### config.mk
export PLATFORM = sky130hd
export DESIGN_NAME = link_timing_sequencer
export DESIGN_NICKNAME = d
export VERILOG_FILES = /design/src/rtl/link_timing_sequencer.sv
export SDC_FILE = /design/constraint.sdc
export NUM_CORES = 1
export LEC_CHECK = 0
export CELL_PAD_IN_SITES_DETAIL_PLACEMENT = 1
export CELL_PAD_IN_SITES_GLOBAL_PLACEMENT = 1
export CORE_MARGIN = 2
export CORE_UTILIZATION = 38
export DETAILED_ROUTE_END_ITERATION = 8
export GPL_TIMING_DRIVEN = 0
export PLACE_DENSITY_LB_ADDON = 0.1
export RECOVER_POWER = 25
export SETUP_SLACK_MARGIN = 0.5
export SLEW_MARGIN = 20
export SYNTH_ARGS = -nofsm -noshare
export SYNTH_HDL_FRONTEND = slang
export SYNTH_SLANG_ARGS = --single-unit
### constraint.sdc
create_clock -name clk -period 2.3 [get_ports clk]
set_clock_uncertainty 0.05 [all_clocks]
set_input_delay 0.46 -clock clk [delete_from_list [all_inputs] [get_ports clk]]
set_output_delay 0.46 -clock clk [all_outputs]
set_load 0.05 [all_outputs]
### src/rtl/link_timing_sequencer.sv
// Transaction timing sequencer for the transceiver: guard delay, frame transmit,
// response window with timeout, and bounded retries around the microsecond delay counter.
module link_timing_sequencer #(
  parameter int unsigned WIDE      = 32,
  parameter int unsigned MAX_RETRY = 3,
  parameter int unsigned RW        = 2
) (
  input  logic            clk,
  input  logic            rst,
  input  logic            req,
  input  logic [WIDE-1:0] guard_us,
  input  logic [WIDE-1:0] timeout_us,
  output logic            busy,
  output logic            tx_start,
  input  logic            tx_done,
  input  logic            rx_frame,
  input  logic            rx_crc_ok,
  output logic            tmr_start,
  output logic [WIDE-1:0] tmr_count,
  input  logic            tmr_done,
  output logic            done,
  output logic [1:0]      status,
  output logic [RW-1:0]   retries_used
);

  typedef enum logic [2:0] {
    S_IDLE     = 3'd0,
    S_GUARD    = 3'd1,
    S_TX       = 3'd2,
    S_WAIT_RSP = 3'd3,
    S_FIN      = 3'd4
  } state_t;

  localparam logic [RW-1:0] MAX_R      = RW'(MAX_RETRY);
  localparam logic [1:0]    ST_OK      = 2'b00;
  localparam logic [1:0]    ST_TIMEOUT = 2'b01;
  localparam logic [1:0]    ST_CRC     = 2'b10;

  state_t          r_state;
  logic [WIDE-1:0] r_guard;
  logic [WIDE-1:0] r_timeout;
  logic [RW-1:0]   r_retry_cnt;
  logic            r_busy;
  logic            r_tx_start;
  logic            r_tmr_start;
  logic            r_tmr_blank;
  logic [WIDE-1:0] r_tmr_count;
  logic            r_done;
  logic [1:0]      r_status;
  logic [RW-1:0]   r_retries_used;

  state_t          w_state;
  logic [WIDE-1:0] w_guard;
  logic [WIDE-1:0] w_timeout;
  logic [RW-1:0]   w_retry_cnt;
  logic            w_busy;
  logic            w_tx_start;
  logic            w_tmr_start;
  logic [WIDE-1:0] w_tmr_count;
  logic            w_done;
  logic [1:0]      w_status;
  logic [RW-1:0]   w_retries_used;

  logic            w_tmr_ok;
  logic            w_accept;
  logic            w_guard_exp;
  logic            w_tx_fin;
  logic            w_ok;
  logic            w_fail;
  logic [1:0]      w_cause;
  logic            w_to_idle;
  logic            w_retry;
  logic            w_give_up;
  logic            w_launch;
  logic [WIDE-1:0] w_launch_guard;
  logic            w_launch_nz;

  // Decode the per-state events, then derive every next-state and next-output value.
  always_comb begin
    w_accept    = 1'b0;
    w_guard_exp = 1'b0;
    w_tx_fin    = 1'b0;
    w_ok        = 1'b0;
    w_fail      = 1'b0;
    w_cause     = ST_TIMEOUT;
    w_to_idle   = 1'b0;

    // A count_done in the start cycle or the one after may belong to the previous delay.
    w_tmr_ok = tmr_done & ~r_tmr_start & ~r_tmr_blank;

    case (r_state)
      S_IDLE:     w_accept    = req;
      S_GUARD:    w_guard_exp = w_tmr_ok;
      S_TX:       w_tx_fin    = tx_done;
      S_WAIT_RSP: begin
        w_ok    = rx_frame & rx_crc_ok;
        w_fail  = (rx_frame & ~rx_crc_ok) | (~rx_frame & w_tmr_ok);
        w_cause = rx_frame ? ST_CRC : ST_TIMEOUT;
      end
      S_FIN:      w_to_idle   = 1'b1;
      default:    w_to_idle   = 1'b1;
    endcase

    w_retry        = w_fail & (r_retry_cnt < MAX_R);
    w_give_up      = w_fail & ~(r_retry_cnt < MAX_R);
    w_done         = w_ok | w_give_up;
    w_launch       = w_accept | w_retry;
    w_launch_guard = w_accept ? guard_us : r_guard;
    w_launch_nz    = (w_launch_guard != {WIDE{1'b0}});

    w_tmr_start = (w_launch & w_launch_nz) | w_tx_fin;
    w_tx_start  = (w_launch & ~w_launch_nz) | w_guard_exp;

    if (w_launch && w_launch_nz) begin
      w_tmr_count = w_launch_guard;
    end else if (w_tx_fin) begin
      w_tmr_count = r_timeout;
    end else begin
      w_tmr_count = r_tmr_count;
    end

    if (w_done) begin
      w_state = S_FIN;
    end else if (w_launch && w_launch_nz) begin
      w_state = S_GUARD;
    end else if (w_launch || w_guard_exp) begin
      w_state = S_TX;
    end else if (w_tx_fin) begin
      w_state = S_WAIT_RSP;
    end else if (w_to_idle) begin
      w_state = S_IDLE;
    end else begin
      w_state = r_state;
    end

    if (w_accept) begin
      w_guard   = guard_us;
      w_timeout = timeout_us;
    end else begin
      w_guard   = r_guard;
      w_timeout = r_timeout;
    end

    if (w_accept) begin
      w_retry_cnt = {RW{1'b0}};
    end else if (w_retry) begin
      w_retry_cnt = r_retry_cnt + {{(RW-1){1'b0}}, 1'b1};
    end else begin
      w_retry_cnt = r_retry_cnt;
    end

    if (w_accept) begin
      w_busy = 1'b1;
    end else if (w_to_idle) begin
      w_busy = 1'b0;
    end else begin
      w_busy = r_busy;
    end

    if (w_accept) begin
      w_status = ST_OK;
    end else if (w_done) begin
      w_status = w_give_up ? w_cause : ST_OK;
    end else begin
      w_status = r_status;
    end

    if (w_done) begin
      w_retries_used = r_retry_cnt;
    end else begin
      w_retries_used = r_retries_used;
    end
  end

  // State and output registers with synchronous active-low reset.
  always_ff @(posedge clk) begin
    if (!rst) begin
      r_state        <= S_IDLE;
      r_guard        <= {WIDE{1'b0}};
      r_timeout      <= {WIDE{1'b0}};
      r_retry_cnt    <= {RW{1'b0}};
      r_busy         <= 1'b0;
      r_tx_start     <= 1'b0;
      r_tmr_start    <= 1'b0;
      r_tmr_blank    <= 1'b0;
      r_tmr_count    <= {WIDE{1'b0}};
      r_done         <= 1'b0;
      r_status       <= 2'b00;
      r_retries_used <= {RW{1'b0}};
    end else begin
      r_state        <= w_state;
      r_guard        <= w_guard;
      r_timeout      <= w_timeout;
      r_retry_cnt    <= w_retry_cnt;
      r_busy         <= w_busy;
      r_tx_start     <= w_tx_start;
      r_tmr_start    <= w_tmr_start;
      r_tmr_blank    <= r_tmr_start;
      r_tmr_count    <= w_tmr_count;
      r_done         <= w_done;
      r_status       <= w_status;
      r_retries_used <= w_retries_used;
    end
  end

  assign busy         = r_busy;
  assign tx_start     = r_tx_start;
  assign tmr_start    = r_tmr_start;
  assign tmr_count    = r_tmr_count;
  assign done         = r_done;
  assign status       = r_status;
  assign retries_used = r_retries_used;

endmodule

# ---- Word-level counts from Yosys, hierarchy flattened
# Index checks and enable logic that the tools add are counted.
dict set report classes {
  eq_ne 7
  n_reduce_logical 9
  add_sub_neg 1
  order_cmp 1
  muxes 18
  bitwise 21
}
# op count
set op_table {}
lappend op_table {{32-bit two-way mux} 3}
lappend op_table {{32-bit nonzero test} 1}
lappend op_table {{3-bit two-way mux} 5}
lappend op_table {{1-bit AND} 9}
lappend op_table {{1-bit two-way mux} 7}
lappend op_table {{1-bit NOT} 7}
lappend op_table {{3-bit by 2-bit == test with 1-bit output, second input constant} 2}
lappend op_table {{2-bit two-way mux} 3}
lappend op_table {{5-bit by 1-bit != test with 1-bit output, second input constant} 1}
lappend op_table {{1-bit bitwise OR} 5}
lappend op_table {{4-bit by 1-bit != test with 1-bit output, second input constant} 1}
lappend op_table {{2-bit OR reduction} 2}
lappend op_table {{4-bit OR reduction} 1}
lappend op_table {{3-bit by 1-bit == test with 1-bit output, second input constant} 1}
lappend op_table {{3-bit zero test} 1}
lappend op_table {{3-bit by 1-bit != test with 1-bit output, second input constant} 1}
lappend op_table {{3-bit OR reduction} 1}
lappend op_table {{2-bit by 1-bit adder with 2-bit output, second input constant} 1}
lappend op_table {{2-bit less-than comparator, second input constant} 1}
lappend op_table {{2-bit by 1-bit != test with 1-bit output, second input constant} 1}
lappend op_table {{2-bit nonzero test} 1}
lappend op_table {{1-bit logical AND} 1}
lappend op_table {{1-bit logical OR} 1}
dict set report totals {
  inputBits 71
  reg_bits 110
  word_cells 71
  out_inout_bits 40
}

# ---- Longest topological paths before layout
dict set report logic_depth {
  ltp_word 12
  mapped_depth 7
  ltp_nobuf 5
}

# ---- Least setup slack after synthesis
# OpenSTA, ideal clock, no wires.
dict set report synth_path {
  kind {register -> register}
  from {register r_tmr_start, in the netlist tmr_start}
  to {register r_tmr_count[23], in the netlist tmr_count[23]}
  slack_ns 0.068
  setup_time_ns 0.121
  n_path_buf 2
  period_less_slack_ns 2.232
  path_stages_with_launch 8
  t_arrival_ns 2.061
  cell_sequence {dfxtp_1 or3b_4 mux2i_4 nand3b_4 o22a_1 buf_6 buf_6 mux2_4}
}
dict set report synth_via {
  elab_chain_len 10
}
# element line_no
set synth_rtl {}
lappend synth_rtl {{from (decl)} 45} ;# logic r_tmr_start;
lappend synth_rtl {{from (signal assigned)} 197} ;# r_tmr_start <= w_tmr_start;
lappend synth_rtl {{1-bit NOT (*)} 89} ;# w_tmr_ok = tmr_done & ~r_tmr_start & ~r_tmr_blank;
lappend synth_rtl {{1-bit AND (*) (2 in a row)} 89}
lappend synth_rtl {{1-bit AND (*)} 97} ;# w_fail = (rx_frame & ~rx_crc_ok) | (~rx_frame & w_tmr_ok);
lappend synth_rtl {{1-bit bitwise OR (*)} 97}
lappend synth_rtl {{1-bit two-way mux (*)} 91} ;# case (r_state)
lappend synth_rtl {{1-bit AND (*)} 104} ;# w_retry = w_fail & (r_retry_cnt < MAX_R);
lappend synth_rtl {{1-bit bitwise OR (*)} 107} ;# w_launch = w_accept | w_retry;
lappend synth_rtl {{1-bit logical AND (*)} 114} ;# if (w_launch && w_launch_nz) begin
lappend synth_rtl {{32-bit two-way mux / 2-bit nonzero test (equally long branches)} -}
lappend synth_rtl {{to (signal assigned)} 186} ;# r_tmr_count <= {WIDE{1'b0}};
lappend synth_rtl {{to (signal assigned)} 199} ;# r_tmr_count <= w_tmr_count;
lappend synth_rtl {{to (decl)} 47} ;# logic [WIDE-1:0] r_tmr_count;
# Mark *: on every way between the ends. The rest lies on a longest branch, timed or not.
# A chain may end at the register's enable or synchronous reset.

# ---- Final worst setup path
dict set report layout_path {
  from {register r_tmr_blank}
  to {register r_tmr_count[26], in the netlist tmr_count[26]}
}
dict set report layout_via {
  elab_chain_len 9
}
# element line_no
set layout_rtl {}
lappend layout_rtl {{from (decl)} 46} ;# logic r_tmr_blank;
lappend layout_rtl {{from (signal assigned)} 198} ;# r_tmr_blank <= r_tmr_start;
lappend layout_rtl {{1-bit NOT (*)} 89}
lappend layout_rtl {{1-bit AND (*)} 89}
lappend layout_rtl {{1-bit AND (*)} 97}
lappend layout_rtl {{1-bit bitwise OR (*)} 97}
lappend layout_rtl {{1-bit two-way mux (*)} 91}
lappend layout_rtl {{1-bit AND (*)} 104}
lappend layout_rtl {{1-bit bitwise OR (*)} 107}
lappend layout_rtl {{1-bit logical AND (*)} 114}
lappend layout_rtl {{32-bit two-way mux / 2-bit nonzero test (equally long branches)} -}
# Marked as above.

==> reports/metrics.cfg <==
[floorplan]
pin_count = 111
rows = 41
die_w_um = 116
die_y_um = 116
design.die.area_mm2 = 0.0136
initial_utilization_pct = 38.6
core-area_mm2 = 0.0125

[sta]
worstMarginPinSlew_ns = 0.605
final-setup-viol-count = 0
min_period_over_period_pct = 92.2
min_period_ns = 2.12
hold_viol_final = 0
clock.fmax_mhz = 471
maxSlewHeadroom_pct = 59.6
rsz0062_at_grt = yes
drv_slew = 0
hold_slack_ns = 0.359

[placement]
dp_hpwl_mm = 9.57
numPortBuffers = 109
gp_congestion = 0.826
place_inst = 784

[final_layout]
layout_common_cells = nand2_1, dfxtp_1, a21boi_0, dlygate4sd2_1, nor2b_1
fin_nets = 717
drive_gt1_share_pct = 20.8
area_growth_pct = 40.9
stdcell_count = 822
final_common_cell = nand2_1
diodes = 0

[flow_run]
cap_violations = 0

[drt]
drtPass1Iterations = 4
route.met3.wl_um = 520
ant_nets = 0
drc = 0
vias = 4056
wl_met1_mm = 6.45
route.met2.wl_mm = 7.06
drt_iter0_drc = 117
wire_per_inst_um = 17.3
highest_layer = met4
routed_wl_mm = 14.3
via_per_inst = 4.93

[clocking]
htree_levels = 3
root_buffer = clkbuf_16
numCtsBuffers = 9
cts_tree = built
clk_path_buf_depth = 2
clock_latency_ns = 0.35
clk_pin_slew_ns = 0.07
ctsHoldBuffers = 0
clkSinkCount = 110

[global_route]
grt_pass1_vias = 4267
antenna_found_initial = 0
grt_pass1_wl_mm = 22.2
grt_max_degree = 17
grt.overflow.total = 0
grt_usage_pct = 21.6

[pwr]
p_sw_uw = 1580
p_seq_share_pct = 42.5
p_int_uw = 3570
pwr-share-comb_pct = 27.8
power_uw = 5140
vdd_ir_drop_max_v = 0.000345
p_clk_share_pct = 29.7
total_leakage_power_uw = 0.00280
p_sw_share_pct = 30.6
power_density_mw_per_mm2 = 759

[logic_synthesis]
yosysTopAreaCellShare_pct = 45.8
synthCells = 503
synth_area_mm2 = 0.00481
synth_top_cell_by_area = dfxtp_1
ys_seq_area_share_pct = 45.8
yosysWarnings = 0
synth_cell_types = 34
syn_area_per_cell_um2 = 9.56
synthArstFlopShare_pct = 0
netlist_top_cells_area = dfxtp_1, nand2_1, a21boi_0
synth_ff_type = dfxtp_1
synth_nets = 575
synth_edf_count = 0
ys_ff_latch = 110

[min_path]
hp-class = in -> reg

[worst_setup_path]
cp_max_fo = 5
endpoint_kind = flip-flop
crit_path_frequent_cell = buf_12
critPathKind = reg -> reg
cp_slowest_cell = or3b_4
cp.arrival_ns = 2.31
required_ns = 2.49
critPathMaxStageDelay_ns = 0.42
critPathLaunchType = flip-flop
crit_path_cell_trace = or3b_4, mux2i_4, nand3b_4, o22a_1, buf_6, buf_12, buf_12, mux2_4

[run_status]
outcome = complete, no violations

-- power groups by stage --
stage	clock [µW]	combinational, µW	sequential (µW)
5_1_grt	1640	1530	2200
6_report	1530	1430	2180
3_3_place_gp	0	1190	2210
4_1_cts	1550	1390	2180
3_5_place_dp	0	1210	2220
2_1_floorplan	0	589	2390
-- critical path: cells and delay by family, from the launching register on --
family                 cells  cell delay [ns]
buffers and inverters      3             0.41
multiplexers               2             0.48
flip-flops                 1             0.30
AO/OA/AOI/OAI              1             0.23
AND/OR/NAND/NOR            2             0.53
-- routing by layer --
| layer | vias to the layer above | track usage (%) |
|---|---|---|
| li1 | 1984 | - |
| met1 | 1961 | 27.9 |
| met2 | 95 | 36.6 |
| met3 | 16 | 3.01 |
| met4 | 0 | 8.17 |
| met5 | - | 0 |
-- logic make-up (layout without fill, tap and decap cells) --
| kind of cell | after synthesis | in the layout | synth area share, % |
|---|---|---|---|
| buf+inv | 35 | 182 | 3.85 |
| xor+xnor | 1 | 1 | 0.182 |
| fa+ha+maj | 1 | 1 | 0.260 |
| simple gates | 213 | 213 | 20.9 |
| flops | 110 | 110 | 45.8 |
| compound gates | 72 | 72 | 11.0 |
| mux | 71 | 71 | 18.0 |
-- stage by stage --
stage	worst slack, ns	setup TNS [ns]	utilization (%)	instance area (µm²)
after global placement	-0.679	-44.06	49.1	6120
final	0.179	0	54.3	6770
after detailed placement	-0.687	-45.10	49.1	6120
after CTS	0.185	0	54.0	6730
after global routing	0.0601	0	54.3	6770
after floorplan	0.183	0	-	4810
-- synthesized netlist by cell type (all sizes together) (3+ instances only) --
cell / number
nand4: 3
mux2: 33
a21oi: 5
nor4: 17
dfxtp: 110
buf: 12
nor2b: 39
nor2: 8
mux2i: 38
nand3: 3
a21boi: 64
clkbuf: 21
nand2: 132
-- cell type report --
class                   count  area, µm²
plain buffers              33        260
clock buffers              13        270
clock inverters             3       17.5
fillers                  1418       5690
inverters                   2       7.51
multi-input cells         358       2560
flip-flops and latches    110       2210
well taps                 172        215
repair buffers            131       1230
-- worst paths after layout --
check	start	to	slack [ns]	cells past startpoint
hold reg to reg	r_timeout[0]	r_timeout[0]	0.42	2
setup reg to reg	r_tmr_blank	tmr_count[26]	0.18	8
setup / recovery	r_tmr_blank	tmr_count[26]	0.18	8
hold / removal	guard_us[18]	r_guard[18]	0.36	3
-- registers in the layout (all words and copies together) (netlist names) --
register	flops
status	2
retries_used	2
r_guard	32
tx_start	1
done	1
r_timeout	32
tmr_start	1
r_state	3
r_retry_cnt	2
r_tmr_blank	1
busy	1
tmr_count	32
-- repair_timing --
| item | in CTS | in global routing |
|---|---|---|
| gates cloned | 3 | 0 |
| pin swaps | 18 | 9 |
| setup endpoints to repair | 147 | 94 |
| gates resized for setup | 163 | 75 |
| buffers inserted | 17 | 2 |
| hold endpoints to repair | 0 | 0 |
(Power assumes the default switching activity.)
